[src/rtl/seq_detect_arb.sv]
// Round-robin shared pattern detector: NCH serial channels, one engine, per-channel context.
// Optional per-channel hit counters are built when SEQ_DETECT_ARB_HIT_CNT_EN is defined.
module seq_detect_arb #(
  parameter int                 NCH     = 4,
  parameter int                 PAT_LEN = 4,
  parameter logic [PAT_LEN-1:0] PATTERN = 4'b1101,
  localparam int                CW      = $clog2(NCH),
  localparam int                FW      = $clog2(PAT_LEN)
) (
  input  logic           clk,
  input  logic           rst,
  input  logic [NCH-1:0] req,
  input  logic [NCH-1:0] din,
  input  logic [NCH-1:0] flush,
  output logic [NCH-1:0] gnt,
  output logic           flag,
  output logic [CW-1:0]  flag_ch,
  input  logic [CW-1:0]  cnt_sel,
  output logic [7:0]     cnt_out,
  input  logic           cnt_clr
);

  // Handshake: a channel holds req/din until it sees its gnt bit; the bit is
  // consumed on the next falling edge while gnt is high, exactly once.
  logic [NCH-1:0]     elig;
  logic [CW-1:0]      ptr;
  logic [CW-1:0]      gidx;
  logic               any_g;
  logic [PAT_LEN-2:0] hist [NCH];
  logic [FW-1:0]      fill [NCH];
  logic [PAT_LEN-1:0] w;
  logic               match;

  assign elig = req & ~flush;

  always_comb begin
    int j;
    logic [CW-1:0] idx;
    gnt   = '0;
    gidx  = '0;
    any_g = 1'b0;
    j     = 0;
    idx   = '0;
    if (!rst) begin
      for (int k = 0; k < NCH; k++) begin
        j = int'(ptr) + k;
        if (j >= NCH) j = j - NCH;
        idx = CW'(j);
        if (!any_g && elig[idx]) begin
          any_g    = 1'b1;
          gidx     = idx;
          gnt[idx] = 1'b1;
        end
      end
    end
  end

  assign w     = {hist[gidx], din[gidx]};
  assign match = any_g && (w == PATTERN) && (fill[gidx] == FW'(PAT_LEN - 1));

  always_ff @(negedge clk or posedge rst) begin
    if (rst) begin
      ptr     <= '0;
      flag    <= 1'b0;
      flag_ch <= '0;
      for (int i = 0; i < NCH; i++) begin
        hist[i] <= '0;
        fill[i] <= '0;
      end
    end else begin
      flag <= match;
      if (match) flag_ch <= gidx;
      if (any_g) ptr <= (gidx == CW'(NCH - 1)) ? '0 : gidx + CW'(1);
      for (int i = 0; i < NCH; i++) begin
        if (flush[i]) begin
          hist[i] <= '0;
          fill[i] <= '0;
        end else if (any_g && (gidx == CW'(i))) begin
          hist[i] <= w[PAT_LEN-2:0];
          if (fill[i] != FW'(PAT_LEN - 1)) fill[i] <= fill[i] + FW'(1);
        end
      end
    end
  end

`ifdef SEQ_DETECT_ARB_HIT_CNT_EN
  logic [7:0] hit_cnt [NCH];

  // Counters advance on the same edge that raises flag; clear wins.
  always_ff @(negedge clk or posedge rst) begin
    if (rst) begin
      for (int i = 0; i < NCH; i++) hit_cnt[i] <= '0;
    end else begin
      for (int i = 0; i < NCH; i++) begin
        if (cnt_clr) hit_cnt[i] <= '0;
        else if (match && (gidx == CW'(i)) && (hit_cnt[i] != 8'hff))
          hit_cnt[i] <= hit_cnt[i] + 8'd1;
      end
    end
  end

  assign cnt_out = ({1'b0, cnt_sel} < (CW+1)'(NCH)) ? hit_cnt[cnt_sel] : 8'd0;
`else
  logic cnt_unused;
  assign cnt_unused = ^{cnt_sel, cnt_clr};
  assign cnt_out    = 8'd0;
`endif

endmodule

[config.mk]
export PLATFORM = sky130hd
export DESIGN_NAME = seq_detect_arb
export DESIGN_NICKNAME = d
export VERILOG_FILES = /design/src/rtl/seq_detect_arb.sv
export SDC_FILE = /design/constraint.sdc
export NUM_CORES = 1
export LEC_CHECK = 0
export ABC_AREA = 1
export CAP_MARGIN = 5
export CORE_ASPECT_RATIO = 1.4
export CORE_MARGIN = 10
export CORE_UTILIZATION = 54
export DETAILED_ROUTE_END_ITERATION = 8
export PLACE_DENSITY_LB_ADDON = 0.12
export SYNTH_ARGS = -nofsm -noshare
export SYNTH_HDL_FRONTEND = slang
export SYNTH_SLANG_ARGS = --single-unit
[constraint.sdc]
create_clock -name clk -period 3.6 [get_ports clk]
set_input_delay 0.54 -clock clk [delete_from_list [all_inputs] [get_ports clk]]
set_output_delay 0.54 -clock clk [all_outputs]
set_load 0.005 [all_outputs]
==> results of run 1 <==
[cell usage after synthesis, types with 4 or more instances]
master | count | area (um2)
buf_4 | 8 | 60.06
ha_1 | 16 | 200.2
nand2_1 | 52 | 195.2
nand3_1 | 32 | 160.2
nand2_2 | 8 | 50.05
o22ai_1 | 8 | 50.05
a31oi_1 | 5 | 31.28
a22oi_1 | 4 | 30.03
dfrtn_1 | 25 | 625.6
inv_2 | 6 | 22.52
nand3_2 | 9 | 90.09
inv_1 | 27 | 101.4
nor2_1 | 8 | 30.03
o21ai_0 | 8 | 40.04
nand4_1 | 7 | 43.79
[timing repair]
item,CTS
setup endpoints to repair,29
pin swaps,25
buffers inserted,19
gates resized for setup,108
[through the flow]
stage          utilization [%]  worst slack (ns)  hold slack [ns]  std cells
2_1_floorplan                -           -0.5178           0.4248        258
3_3_place_gp             70.82            -1.195           0.4289        347
3_5_place_dp             70.82            -1.217           0.4362        347
4_1_cts                  82.61           -0.7051           0.4367        369
[logic make-up after synthesis]
family,share of synthesized area (%)
XOR/XNOR,1.314
adder cells (fa/ha/maj),10.01
other,0.1876
AND/OR/NAND/NOR,35.23
buffers and inverters,10.58
multiplexers,1.502
flip-flops,31.29
AO/OA/AOI/OAI,9.888
==> metrics.md, run 1 <==
| Metric | Value |
|---|---|
| Io pins | `32` |
| Log Error | `[ERROR DPL-0033] detailed placement checks failed during check placement.` |
| Clock root buffer | `clkbuf_8` |
| Register area share after synthesis | `31.29%` |
| Hold buffers post-CTS | `0` |
| Yosys warnings | `0` |
| Stopped at | `global routing` |
| Initial antenna violation count | `0` |
| HPWL after DPL | `4134 um` |
| Largest net degree at the start of global routing | `16` |
| Seq cells post-synth | `25` |
| CTS Buffer Depth | `2` |
| Gate Count Post-Synth | `251` |
| TritonCTS buffer count | `3` |
| Worst-path end type | `output port` |
| Synthesized area per cell | `7.966 um2` |
| Die width | `71.43 um` |
| Clk sinks | `25` |
| Netlist Area Pre-Place | `1999 um2` |
| Initial core utilization | `55.37%` |
| # port buffers | `20` |
| Status | `aborted with a tool error` |
| Ys async rst share | `100.0%` |
| Row count | `26` |
| Die Y | `92.00 um` |
| Distinct cell type count of the synthesized netlist | `30` |
| Post-DP Area | `2557 um2` |
| Main synth FF type | `dfrtn_1` |
| H-tree levels | `1` |
| GP Congestion | `0.9026` |
| EDFF count, synth | `0` |
| Post-GRT worst EP | `gnt[2]` |
==> inputs of run 2 (changes only) <==
--- a/config.mk
+++ b/config.mk
@@ -7,11 +7,10 @@
 export LEC_CHECK = 0
 export ABC_AREA = 1
 export CAP_MARGIN = 5
-export CORE_ASPECT_RATIO = 1.4
 export CORE_MARGIN = 10
-export CORE_UTILIZATION = 54
+export CORE_UTILIZATION = 40
 export DETAILED_ROUTE_END_ITERATION = 8
-export PLACE_DENSITY_LB_ADDON = 0.12
+export PLACE_DENSITY_LB_ADDON = 0.15
 export SYNTH_ARGS = -nofsm -noshare
 export SYNTH_HDL_FRONTEND = slang
 export SYNTH_SLANG_ARGS = --single-unit
==> run 2 against run 1 <==
Effect of this change: the flow now finishes, with violations (negative setup slack); synthesized area stayed put; synthesized cell count stayed put.
==> metrics.md, run 2 <==
| Metric | Value |
|---|---|
| Status | `finished, violations left` |
| Failing checks | `negative setup slack` |
| Vias per inst | `4.956` |
| Clock Latency Late Sink | `0.29 ns` |
| Worst vdd ir | `0.4113 mV` |
| Regs by FF count | `hist: 12 flops, fill: 8 flops` |
| Worst-path maximum fanout | `5` |
| Critical path type | `reg -> out` |
| GRT Util Overall | `14.24%` |
| Post-DRT Antenna Nets | `0` |
| Max stage delay on crit path | `0.46 ns` |
| RSZ-0062 raised after global routing | `yes` |
| Number of global-route vias before repair | `2058` |
| Synth Area in Simple Gates | `35.23% (unchanged)` |
| Final hold viol count | `0` |
| ANT cells | `0` |
| Synth cell count leaders | `52 x nand2_1, 32 x nand3_1, 27 x inv_1, 25 x dfrtn_1, 16 x ha_1` |
| Crit path buf inv count | `6` |
| Area Growth Syn to Fin | `68.40%` |
| EDFF count, synth | `0 (unchanged)` |
| WP data arrival | `3.82 ns` |
| Xor-xnor portion of the synthesized cell area | `1.314% (unchanged)` |
| Synth area leader | `dfrtn_1` |
| Fin Clk Skew | `0.009258 ns` |
| Gate Count Post-Synth | `251 (unchanged)` |
| Static leakage | `1.643 nW` |
| CTS clock-pin slew for the worst setup and hold paths | `0.06 ns` |
| CP Capture Type | `output port` |
| Slew Viols, Final | `0` |
| Netlist Area Pre-Place | `1999 um2 (unchanged)` |
| Die Y | `90.70 um (-1.4%)` |
| Drt pass-1 iters | `4` |
| Synthesized area per cell | `7.966 um2 (unchanged)` |
| Synthesized-area fraction occupied by adder cells | `10.01% (unchanged)` |
| H-tree levels | `1 (unchanged)` |
| Largest family of logic cells by synthesized area | `simple AND/OR/NAND/NOR gates` |
| Clk sinks | `25 (unchanged)` |
| Hold buffers post-CTS | `0 (unchanged)` |
| Core Area | `4786 um2` |
| Worst path required time | `3.06 ns` |
| CTS Buffer Depth | `2 (unchanged)` |
| Hold Path Origin | `flag_ch[0]` |
| Cell family contributing the most delay on the critical path | `buffers and inverters` |
| Die ar. | `8226 um2` |
| Final TNS setup | `-17.87 ns` |
| Final WL | `6322 um` |
| DRC | `0` |
| Max-capacitance violation count | `0` |
| Detailed Route Iter0 Violations | `111` |
| Die width | `90.70 um (+27%)` |
| Via count | `2042` |
| Register area share after synthesis | `31.29% (unchanged)` |
| Layout cells sized above 1 | `56.81%` |
| Seq cells post-synth | `25 (unchanged)` |
| Multiplexer share of the synthesized area | `1.502% (unchanged)` |
| # port buffers | `20 (unchanged)` |
| Filler cells | `358` |
| Synth Area in Compound Gates | `9.887% (unchanged)` |
| Layout net count | `379` |
| Max FFs per register | `12` |
| Commonest cells after routing, fill and taps aside | `56 x buf_4, 31 x nand2_1, 25 x dfrtn_1, 21 x buf_6, 18 x nand2_4` |
| Largest net degree at the start of global routing | `16` |
| Yosys top cell area share | `31.29% (unchanged)` |
| Global-route wire length before repair | `9832 um` |
| PD cells | `944.4 nW/um2` |
| Setup WS post-layout | `-0.7591 ns` |
| Top post-synthesis cells by area | `dfrtn_1 31%, ha_1 10%, nand2_1 9.8%` |
| Distinct cell type count of the synthesized netlist | `30 (unchanged)` |
| Io pins | `32 (unchanged)` |
| Clock root buffer | `clkbuf_8` |
| Setup crit start | `ptr[1]` |
| Yosys warnings | `0 (unchanged)` |
| # setup viols final | `29` |
| Slowest-stage cell, CP | `dfrtn_1` |
| CTS tree | `built` |
| Largest reg by FF count | `hist` |
| Initial antenna violation count | `0` |
| Top-count cell post-synth | `nand2_1` |
| HPWL after DPL | `3967 um (-4.0%)` |
| CP Launch Type | `flip-flop` |
| Most common cell on crit path | `inv_2` |
| CP cell instances | `inv_2 > ha_4 > inv_2 > nand3_4 > nand2_4 > nand3_4 > inv_4 > nand2_4 > inv_2 > buf_6 > nand2_1 > a31oi_1 > buf_2` |
| TritonCTS buffer count | `3 (unchanged)` |
| Tot Pwr | `0.003180 W` |
| Drt wl/cell | `15.34 um` |
| Main synth FF type | `dfrtn_1` |
| GP Congestion | `0.9149 (+1.4%)` |
| Most common cell after layout, fill and taps aside | `buf_4` |
| Reg2reg start | `ptr[1]` |
| Row count | `25 (-3.8%)` |
| Initial core utilization | `41.78% (-14 points)` |
| Ys async rst share | `100.0% (unchanged)` |
| Total gr overflow | `0` |
| Worst hold path class | `reg -> reg` |
-- run 2: cells by family after synthesis --
kind of cell	count (synthesis)
AO/OA/AOI/OAI	30
flip-flops	25
other	1
XOR/XNOR	3
AND/OR/NAND/NOR	129
buffers and inverters	44
adder cells (fa/ha/maj)	16
multiplexers	3
-- run 2: final cells by class --
class	count	area, um2	share of cell area, %
multi-input combinational	189	1648	48.94
clock buffer	3	41.29	1.226
inverter	33	160.2	4.757
sequential	25	625.6	18.58
tap	67	83.83	2.490
timing repair buffer	94	800.8	23.78
clock inverter	1	7.507	0.2230
-- run 2: worst paths after layout --
path	depth (start not counted)	endpoint	slack (ns)
hold / removal	2	flag_ch[0]	0.43
min in group asynchronous	3	hist[7]	2.46
setup reg to reg	21	flag_ch[1]	0.88
setup / recovery	13	gnt[3]	-0.76
max in group asynchronous	3	fill[4]	0.94
hold reg to reg	2	flag_ch[0]	0.43
-- run 2: worst register-to-register path, stage by stage, from the launching register on --
cell,delay (ns)
dfrtn_1,0.46
inv_2,0.07
ha_4,0.27
inv_2,0.08
nand3_4,0.08
nand2_4,0.10
nand3_4,0.08
buf_4,0.14
buf_6,0.11
buf_6,0.11
nand3_4,0.09
buf_6,0.11
nand3_4,0.13
buf_6,0.18
nand2_4,0.06
nand3_4,0.07
nand2_4,0.09
nand2_4,0.06
nor2_4,0.12
nand2_2,0.08
nand2_1,0.06
nand2_1,0.04
-- run 2: what timing repair did --
| item | in CTS | in global routing |
|---|---|---|
| buffers inserted | 23 | 13 |
| endpoints found under the setup margin | 29 | 30 |
| gates cloned | 0 | 0 |
| pin swaps | 36 | 20 |
| resized for setup | 140 | 42 |
-- run 2: layer usage --
metal  global-route usage (%)  vias up  share of wire, %
met4                    4.111        0               2.0
met5                        0        -                 0
met1                    16.06      964                43
li1                         -     1017                 -
met2                    26.08       50                51
met3                    2.909       11               4.5
-- run 2: through the flow --
step	hold slack [ns]	std cells	setup slack [ns]	instance area (um2)	util, %
2_1_floorplan	0.4248	258	-0.5178	2095	-
3_3_place_gp	0.4236	376	-1.169	2606	54.46
3_5_place_dp	0.4337	376	-1.201	2606	54.46
4_1_cts	0.4367	403	-0.6948	3128	65.36
5_1_grt	0.4583	412	-0.8804	3367	70.35
6_report	0.4279	412	-0.7591	3367	70.35
-- run 2: power breakdown --
group          internal [W]  switching, W
Sequential         0.000349     0.0000453
Clock             0.0000786     0.0000953
Combinational       0.00125       0.00136
Note: power is estimated with default switching activity, not from simulation.
